--- src/rtl/pc_sequencer_pkg.sv ---
// Shared types and constants for the program-counter sequencer.
package pc_sequencer_pkg;

  localparam int unsigned PC_W  = 32;
  localparam int unsigned IMM_W = 16;
  localparam int unsigned JT_W  = 26;

  localparam logic [PC_W-1:0] PC_INC = 32'd4;

  typedef enum logic [1:0] {
    BOOT     = 2'd0,
    RUN      = 2'd1,
    REDIRECT = 2'd2
  } seq_state_e;

  // Branch target: word offset relative to the branch's own PC+4, modulo 2^32.
  function automatic logic [PC_W-1:0] branch_target(input logic [PC_W-1:0] pcp4,
                                                     input logic [PC_W-1:0] imm_sext);
    return pcp4 + (imm_sext << 2);
  endfunction

endpackage

--- src/rtl/pc_sequencer_if.sv ---
// Decode/hazard inputs and fetch-side outputs of the PC sequencer.
interface pc_sequencer_if #(
  parameter int unsigned CNT_W = 16
);
  import pc_sequencer_pkg::*;

  logic              stall;
  logic              branch_ex;
  logic              bne_ex;
  logic              zero_ex;
  logic [PC_W-1:0]   pcp4_ex;
  logic [IMM_W-1:0]  imm_ex;
  logic              jump_id;
  logic [JT_W-1:0]   jtarget_id;

  logic [PC_W-1:0]   pc;
  logic [PC_W-1:0]   pc_plus4;
  logic              imem_req;
  logic              flush_ifid;
  logic              flush_idex;
  logic [CNT_W-1:0]  redirect_cnt;

  modport master (
    output stall, branch_ex, bne_ex, zero_ex, pcp4_ex, imm_ex, jump_id, jtarget_id,
    input  pc, pc_plus4, imem_req, flush_ifid, flush_idex, redirect_cnt
  );

  modport slave (
    input  stall, branch_ex, bne_ex, zero_ex, pcp4_ex, imm_ex, jump_id, jtarget_id,
    output pc, pc_plus4, imem_req, flush_ifid, flush_idex, redirect_cnt
  );

endinterface

--- src/rtl/pc_sequencer_sign_extend.sv ---
// Sign extension of an immediate field to a wider datapath word.
module sign_extend #(
  parameter int unsigned IN_W  = 16,
  parameter int unsigned OUT_W = 32
) (
  input  logic [IN_W-1:0]  val_i,
  output logic [OUT_W-1:0] val_o
);

  assign val_o = {{(OUT_W-IN_W){val_i[IN_W-1]}}, val_i};

endmodule

--- src/rtl/pc_sequencer.sv ---
// Program counter owner: sequential fetch, ID jumps, EX branches (predict not-taken),
// pipeline flush generation and a saturating redirect counter.
module pc_sequencer
  import pc_sequencer_pkg::*;
#(
  parameter logic [31:0]  RESET_PC = 32'h0000_0000,
  parameter int unsigned  CNT_W    = 16
) (
  input  logic             clk,
  input  logic             rst_n,
  pc_sequencer_if.slave    bus
);

  seq_state_e        state_q, state_d;
  logic [PC_W-1:0]   pc_q, pc_d;
  logic [PC_W-1:0]   pc_plus4;
  logic [PC_W-1:0]   imm_sext;
  logic [PC_W-1:0]   br_target;
  logic [PC_W-1:0]   j_target;
  logic              imem_req_q;
  logic              br_taken;
  logic              flush_ifid;
  logic              flush_idex;
  logic              redirect;
  logic [CNT_W-1:0]  cnt_q;

  sign_extend #(
    .IN_W  (IMM_W),
    .OUT_W (PC_W)
  ) u_sext (
    .val_i (bus.imm_ex),
    .val_o (imm_sext)
  );

  assign pc_plus4  = pc_q + PC_INC;
  assign br_target = branch_target(bus.pcp4_ex, imm_sext);
  assign j_target  = {pc_plus4[31:28], bus.jtarget_id, 2'b00};

  // Next-PC selection and state transition; an EX branch outranks a stall since it is older.
  always_comb begin
    state_d    = state_q;
    pc_d       = pc_q;
    br_taken   = 1'b0;
    flush_ifid = 1'b0;
    flush_idex = 1'b0;
    redirect   = 1'b0;
    case (state_q)
      BOOT: state_d = RUN;
      RUN: begin
        br_taken = (bus.branch_ex & bus.zero_ex) | (bus.bne_ex & ~bus.zero_ex);
        if (br_taken) begin
          pc_d       = br_target;
          flush_ifid = 1'b1;
          flush_idex = 1'b1;
          redirect   = 1'b1;
          state_d    = REDIRECT;
        end else if (bus.jump_id && !bus.stall) begin
          pc_d       = j_target;
          flush_ifid = 1'b1;
          redirect   = 1'b1;
        end else if (!bus.stall) begin
          pc_d = pc_plus4;
        end
      end
      REDIRECT: begin
        // ID and EX hold flushed bubbles here, so their control inputs are ignored.
        state_d = RUN;
        if (!bus.stall) pc_d = pc_plus4;
      end
      default: state_d = BOOT;
    endcase
  end

  always_ff @(posedge clk or negedge rst_n) begin
    if (!rst_n) begin
      state_q    <= BOOT;
      pc_q       <= RESET_PC;
      imem_req_q <= 1'b0;
    end else begin
      state_q    <= state_d;
      pc_q       <= pc_d;
      imem_req_q <= (state_d != BOOT);
    end
  end

  // Saturating count of taken redirects.
  always_ff @(posedge clk or negedge rst_n) begin
    if (!rst_n) begin
      cnt_q <= '0;
    end else if (redirect && (cnt_q != {CNT_W{1'b1}})) begin
      cnt_q <= cnt_q + CNT_W'(1);
    end
  end

  assign bus.pc           = pc_q;
  assign bus.pc_plus4     = pc_plus4;
  assign bus.imem_req     = imem_req_q;
  assign bus.flush_ifid   = flush_ifid;
  assign bus.flush_idex   = flush_idex;
  assign bus.redirect_cnt = cnt_q;

endmodule

--- src/flat_wrapper.sv ---
// flat-port wrapper written by rule: the top's interface ports become plain ports
module pc_sequencer_flat import pc_sequencer_pkg::*;
#(
  parameter logic [31:0]  RESET_PC = 32'h0000_0000,
  parameter int unsigned  CNT_W    = 16
)
  (clk, rst_n, bus_stall, bus_branch_ex, bus_bne_ex, bus_zero_ex, bus_pcp4_ex, bus_imm_ex, bus_jump_id, bus_jtarget_id, bus_pc, bus_pc_plus4, bus_imem_req, bus_flush_ifid, bus_flush_idex, bus_redirect_cnt);
  pc_sequencer_if #(.CNT_W(CNT_W)) bus_i ();
  input  logic clk;
  input  logic rst_n;
  input wire logic [$bits(bus_i.stall)-1:0] bus_stall;
  input wire logic [$bits(bus_i.branch_ex)-1:0] bus_branch_ex;
  input wire logic [$bits(bus_i.bne_ex)-1:0] bus_bne_ex;
  input wire logic [$bits(bus_i.zero_ex)-1:0] bus_zero_ex;
  input wire logic [$bits(bus_i.pcp4_ex)-1:0] bus_pcp4_ex;
  input wire logic [$bits(bus_i.imm_ex)-1:0] bus_imm_ex;
  input wire logic [$bits(bus_i.jump_id)-1:0] bus_jump_id;
  input wire logic [$bits(bus_i.jtarget_id)-1:0] bus_jtarget_id;
  output wire logic [$bits(bus_i.pc)-1:0] bus_pc;
  output wire logic [$bits(bus_i.pc_plus4)-1:0] bus_pc_plus4;
  output wire logic [$bits(bus_i.imem_req)-1:0] bus_imem_req;
  output wire logic [$bits(bus_i.flush_ifid)-1:0] bus_flush_ifid;
  output wire logic [$bits(bus_i.flush_idex)-1:0] bus_flush_idex;
  output wire logic [$bits(bus_i.redirect_cnt)-1:0] bus_redirect_cnt;
  assign bus_i.stall = bus_stall;
  assign bus_i.branch_ex = bus_branch_ex;
  assign bus_i.bne_ex = bus_bne_ex;
  assign bus_i.zero_ex = bus_zero_ex;
  assign bus_i.pcp4_ex = bus_pcp4_ex;
  assign bus_i.imm_ex = bus_imm_ex;
  assign bus_i.jump_id = bus_jump_id;
  assign bus_i.jtarget_id = bus_jtarget_id;
  assign bus_pc = bus_i.pc;
  assign bus_pc_plus4 = bus_i.pc_plus4;
  assign bus_imem_req = bus_i.imem_req;
  assign bus_flush_ifid = bus_i.flush_ifid;
  assign bus_flush_idex = bus_i.flush_idex;
  assign bus_redirect_cnt = bus_i.redirect_cnt;
  pc_sequencer #(.RESET_PC(RESET_PC), .CNT_W(CNT_W)) u_core (.clk(clk), .rst_n(rst_n), .bus(bus_i));
endmodule
--- config.mk ---
export PLATFORM = sky130hd
export DESIGN_NAME = pc_sequencer_flat
export DESIGN_NICKNAME = d
export VERILOG_FILES = /design/src/rtl/pc_sequencer_pkg.sv /design/src/rtl/pc_sequencer_if.sv /design/src/rtl/pc_sequencer_sign_extend.sv /design/src/rtl/pc_sequencer.sv /design/src/flat_wrapper.sv
export SDC_FILE = /design/constraint.sdc
export NUM_CORES = 1
export LEC_CHECK = 0
export CAP_MARGIN = 5
export CORE_UTILIZATION = 35
export CTS_BUF_LIST = sky130_fd_sc_hd__clkbuf_16
export DETAILED_ROUTE_END_ITERATION = 6
export GPL_TIMING_DRIVEN = 1
export REMOVE_ABC_BUFFERS = 1
export SYNTH_ARGS = -nofsm -noshare
export SYNTH_HDL_FRONTEND = slang
export SYNTH_SLANG_ARGS = --single-unit
--- constraint.sdc ---
create_clock -name clk -period 3.7 [get_ports clk]
set_input_delay 0.74 -clock clk [delete_from_list [all_inputs] [get_ports clk]]
set_output_delay 0.74 -clock clk [all_outputs]
set_load 0.05 [all_outputs]
---- Word-level counts from Yosys, hierarchy flattened ----
Cells that the tools add are included.
cells by class
  add/subtract/negate cells ............... 3
  eq/ne operators ......................... 3
  muxes and demuxes ....................... 11
  bitwise logic cells ..................... 4
  reduce and logical (&&, ||, !) cells .... 7
operators with widths
  kind                                                              number
  32-bit two-way mux                                                3
  32-bit one-hot mux with 2 select lines                            1
  32-bit by 3-bit adder with 32-bit output (second input constant)  1
  32-bit adder                                                      1
  16-bit by 1-bit adder with 16-bit output (second input constant)  1
  16-bit != test (second input constant)                            1
  1-bit two-way mux                                                 5
  2-bit one-hot mux with 2 select lines                             1
  2-bit nonzero test                                                2
  1-bit bitwise AND                                                 2
  2-bit by 1-bit == test with 1-bit output (second input constant)  1
  2-bit == test (second input constant)                             1
  1-bit logical AND                                                 2
  2-bit logical NOT                                                 1
  2-bit two-way mux                                                 1
  2-bit OR reduction                                                1
  1-bit logical NOT                                                 1
  1-bit inverter                                                    1
  1-bit bitwise OR                                                  1
word-level totals
  bits in registers ....................... 51
  input port bits ......................... 81
  word-level logic and storage cells ...... 32

---- Depth between registers and ports, before layout ----
  depth in word-level cells ............... 6
  depth in mapped cells ................... 11

---- Cells and area by module ----
From an unflattened synthesis, not the netlist that was laid out.
second synthesis, totals
  cell total of the unflattened synthesis .. 671
  area, all modules ....................... 5,363.9 um^2
by module, submodules not included
  module        times used  cells an instance  area each (um^2)  sequential area each (um^2)
  pc_sequencer  1           639                5,123.7           1,276.2
  sign_extend   1           32                 240.2             0.0

---- Least setup slack after synthesis ----
Ideal clock, no wire load.
  kind .................................... reg-to-output
  from .................................... register u_core.pc_q[2], in the netlist u_core.bus.pc[2]
  to ...................................... output port bus_pc_plus4[28]
  data arrival time ....................... 2.995 ns
  required time ........................... 2.960 ns
  slack ................................... -0.035 ns
  cell stages (with the launch flop) ...... 8
  buffers on the path ..................... 1
  cells stage by stage .................... dfrtp_1 ha_1 nand3_1 or3_1 buf_2 nand2b_4 or3_1 xnor2_1
on the way
  longest elaborated chain between the ends .. 1
ends and longest elaborated chain
  element                                   line                source
  from (decl)                               pc_sequencer.sv:15  logic [PC_W-1:0] pc_q, pc_d;
  from (signal assigned)                    pc_sequencer.sv:81  pc_q <= pc_d;
  32-bit by 3-bit adder with 32-bit output  pc_sequencer.sv:35  assign pc_plus4 = pc_q + PC_INC;
  to (decl)                                 flat_wrapper.sv:20  output wire logic [$bits(bus_i.pc_plus4)-1:0] bus_pc_plus4;
No other way between the ends.

---- Final worst setup path ----
  from .................................... register u_core.pc_q[5], in the netlist u_core.bus.pc[5]
  to ...................................... output port bus_pc_plus4[28]
The elaborated chain is that of the path after synthesis.

==> impl_summary.log <==
INFO  metric cts.reportedPaths.clkPinSlew = 0.08 ns
INFO  metric worst_ep_arrival_time = 2.75 ns
INFO  metric wl_met2 = 8180 um
INFO  metric routed_via_density = 5.57
INFO  metric timing.rr.start = u_core.bus.pc[5]$_DFFE_PN0P_
INFO  metric maxCapViolations = 0
INFO  metric leakage = 3.04 nW
INFO  metric total_clock_buffers_created_by_cts = 5
INFO  metric detail-route-antenna-nets = 0
INFO  metric most_common_cell_after_layout_fill_and_taps_aside = sky130_fd_sc_hd__clkdlybuf4s50_1
INFO  metric num_vias = 5,700
INFO  metric worstSetupPathType = reg2out
INFO  metric ctsHoldBuffers = 0
INFO  metric fp.coreArea = 14,600 um^2
INFO  metric grt_max_degree = 42
INFO  metric syn_avg_cell_area = 7.81 um^2
INFO  metric slew_violations = 0
INFO  metric place.detailed.hpwl = 14,200 um
INFO  metric met3RoutedLength = 700 um
INFO  metric timing.critical_path.to_type = primary output
INFO  metric grt_usage = 22.8%
INFO  metric drt-met1-wl = 8620 um
INFO  metric cts_tree = built
INFO  metric worstReg2RegEnd = u_core.bus.pc[22]$_DFFE_PN0P_
INFO  metric area_overhead_of_the_layout_relative_to_synthesis = 40.0%
INFO  metric core.rowCount = 44
INFO  metric design.final.nets = 956
INFO  metric io_pins = 164
INFO  metric ys_dominant_reg_cell = sky130_fd_sc_hd__dfrtp_1
INFO  metric clock_path_buffers = 2
INFO  metric critPathLaunchType = flip-flop
INFO  metric post-synth-top-area-fraction = 24.3%
INFO  metric chipWidth = 124 um
INFO  metric portBuffers = 163
INFO  metric final.setup_skew = 0.00881 ns
INFO  metric yosysTopAreaCell = sky130_fd_sc_hd__dfrtp_1
INFO  metric filler_cell_count = 1,422
INFO  metric synth-warning-count = 0
INFO  metric power.combinational.fraction = 71.5%
INFO  metric route.final.wire_length = 17,800 um
INFO  metric cts_num_sinks = 51
INFO  metric rsz0062_at_grt = no
INFO  metric drt_first_iter_violations = 464
INFO  metric uppermost_layer_routed = met4
INFO  metric finalCritPeriodShare = 94.2%
INFO  metric synthesis.area = 5250 um^2
INFO  metric drtPass1Iterations = 5
INFO  metric leading_post_synthesis_cells_by_cell_area = sky130_fd_sc_hd__dfrtp_1, sky130_fd_sc_hd__ha_1, sky130_fd_sc_hd__xnor2_1
INFO  metric finalWeightedCongestion = 0.895
INFO  metric share_of_total_power_in_sequential_cells = 20.1%
INFO  metric post-place-cells = 1,015
INFO  metric total_switching_power = 3.36 mW
INFO  metric edff_count_synth = 0
INFO  metric fin_total_pwr = 5.90 mW
INFO  metric cts-root-buf = sky130_fd_sc_hd__clkbuf_16
INFO  metric hold_viol = 0
INFO  metric ys_ff_latch = 51
INFO  metric synthArstFlopShare = 100%
INFO  metric finalSetupViolations = 0
INFO  metric grt_remaining_overflow = 0
INFO  metric maxSlewHeadroom = 39.6%
INFO  metric antenna_violations_before_repair = 0
INFO  metric peakVddDrop = 0.448 mV
INFO  metric crit_start = u_core.bus.pc[5]$_DFFE_PN0P_
INFO  metric final_period_minus_worst_setup_slack = 3.49 ns
INFO  metric detail_route.drc_violations = 0
INFO  metric final_layout_size_suffix_gt1_share = 9.65%
INFO  metric max_freq = 287 MHz
INFO  metric cts_max_level = 2
INFO  metric leading_cell_types_in_the_layout_fill_and_taps_excluded = sky130_fd_sc_hd__clkdlybuf4s50_1, sky130_fd_sc_hd__nand2_1, sky130_fd_sc_hd__a21oi_1, sky130_fd_sc_hd__dfrtp_1, sky130_fd_sc_hd__nor2_1
INFO  metric antenna-diode-count = 0
INFO  metric share_clk_of_total_power = 8.4%
INFO  metric fp.dieArea = 15,500 um^2
INFO  metric synthCells = 672
INFO  metric power.internal = 2.54 mW
INFO  metric worst_ep_required_time = 2.96 ns
INFO  metric synth.distinct_cells = 73
INFO  metric die-height = 124 um
INFO  metric holdCritPathClass = reg2reg
INFO  metric r2r.worst_path.cells = 7
INFO  metric final_cells = 1,023
INFO  metric reg2reg_setup_slack = 1.06 ns
INFO  metric grt_first_pass_wirelength = 29,000 um
INFO  metric synth_sequential_area_ratio = 24.3%
INFO  metric first_global_vias = 5,584
INFO  metric switching_share = 56.9%
INFO  metric routed_wire_length_per_instance = 17.4 um
INFO  metric critical_path.endpoint = bus_pc_plus4[28]
INFO  metric power_per_cell_area = 804 nW/um^2
INFO  metric run_status = complete, no violations
INFO  metric insertion_delay = 0.30 ns
INFO  metric tightestPinTransition = 0.906 ns
INFO  metric worst-path-max-fanout = 8
INFO  metric start_util = 36.0%
## critical path: stages (launching register included)
cell	delay, ns
sky130_fd_sc_hd__dfrtp_1	0.50
sky130_fd_sc_hd__nand4_1	0.27
sky130_fd_sc_hd__or3_1	0.58
sky130_fd_sc_hd__nand2b_4	0.22
sky130_fd_sc_hd__or3_1	0.43
sky130_fd_sc_hd__xnor2_1	0.28
sky130_fd_sc_hd__buf_12	0.18
## cells in the mapped netlist, drive strengths merged (7+ instances only)
cell    count
xnor2      45
a21o       11
o21ai      53
nand3      32
nor2       50
o31ai       7
buf        16
a21oi      65
a22oi      10
nand2      72
nor3       14
ha         36
clkbuf     22
xor2       28
and3       13
nand2b     10
nand4      15
and2       10
inv        17
dfrtp      51
## timing repair
item | CTS | global route
endpoints found under the hold margin | 0 | 0
resized for setup | 0 | 5
setup endpoints to repair | 0 | 4
buffers inserted | 0 | 0
## final cells by class
class	count	area [um^2]	area share [%]
timing repair buffer	197	1880	25.6
clock buffer	5	125	1.70
tap	184	230	3.14
multi-input combinational	566	3740	50.9
sequential	51	1280	17.4
inverter	17	63.8	0.869
clock inverter	3	28.8	0.392
## per-stage QoR
| stage | worst slack (ns) | utilization (%) | hold WS (ns) | area [um^2] | TNS, ns |
|---|---|---|---|---|---|
| 2_1_floorplan | -0.00828 | - | 0.444 | 5070 | -0.00828 |
| 3_3_place_gp | -0.103 | 49.2 | 0.483 | 7170 | -0.103 |
| 3_5_place_dp | -0.124 | 49.2 | 0.498 | 7170 | -0.124 |
| 4_1_cts | 0.0756 | 50.2 | 0.509 | 7320 | 0 |
| 5_1_grt | 0.0245 | 50.3 | 0.533 | 7340 | 0 |
| 6_report | 0.213 | 50.3 | 0.505 | 7340 | 0 |
## routing by layer
metal / vias up / GRT usage (%)
li1: 2780 / -
met1: 2719 / 32.2
met2: 186 / 37.5
met3: 15 / 2.28
met4: 0 / 4.89
met5: - / 0
## sequential cells by signal (all words and copies together), names as in the netlist
register / cells
u_core.bus.imem_req: 1
u_core.state_q: 2
u_core.bus.redirect_cnt: 16
u_core.bus.pc: 32
## power by group through the flow
| stage | combinational [mW] | clock [mW] | sequential (mW) |
|---|---|---|---|
| 5_1_grt | 4.49 | 0.526 | 1.23 |
| 3_3_place_gp | 4.17 | 0 | 1.17 |
| 2_1_floorplan | 2.03 | 0 | 1.86 |
| 3_5_place_dp | 4.21 | 0 | 1.19 |
| 6_report | 4.22 | 0.496 | 1.19 |
| 4_1_cts | 4.22 | 0.504 | 1.18 |
## kinds of logic (layout without fill, tap and decap cells)
group | Yosys count | count (layout) | share of synthesized area, %
AND/OR/NAND/NOR | 242 | 242 | 23.2
XOR/XNOR | 73 | 73 | 12.2
adder cells (fa/ha/maj) | 37 | 37 | 8.97
AO/OA/AOI/OAI | 208 | 208 | 25.5
buffers and inverters | 55 | 222 | 4.63
multiplexers | 6 | 6 | 1.24
flip-flops | 51 | 51 | 24.3
## how the worst min path moves through the flow
stage	cells past startpoint	to	slack, ns	from
after floorplan	0	u_core.bus.imem_req$_DFF_PN0_	0.44	rst_n
after global placement	2	u_core.bus.pc[0]$_DFFE_PN0P_	0.48	u_core.bus.pc[0]$_DFFE_PN0P_
after detailed placement	1	u_core.bus.redirect_cnt[9]$_DFFE_PN0P_	0.50	u_core.bus.redirect_cnt[9]$_DFFE_PN0P_
after CTS	1	u_core.bus.redirect_cnt[9]$_DFFE_PN0P_	0.51	u_core.bus.redirect_cnt[9]$_DFFE_PN0P_
after global routing	1	u_core.bus.redirect_cnt[9]$_DFFE_PN0P_	0.53	u_core.bus.redirect_cnt[9]$_DFFE_PN0P_
final	1	u_core.bus.redirect_cnt[9]$_DFFE_PN0P_	0.50	u_core.bus.redirect_cnt[9]$_DFFE_PN0P_
No activity file was read; power rests on OpenSTA's default activity.
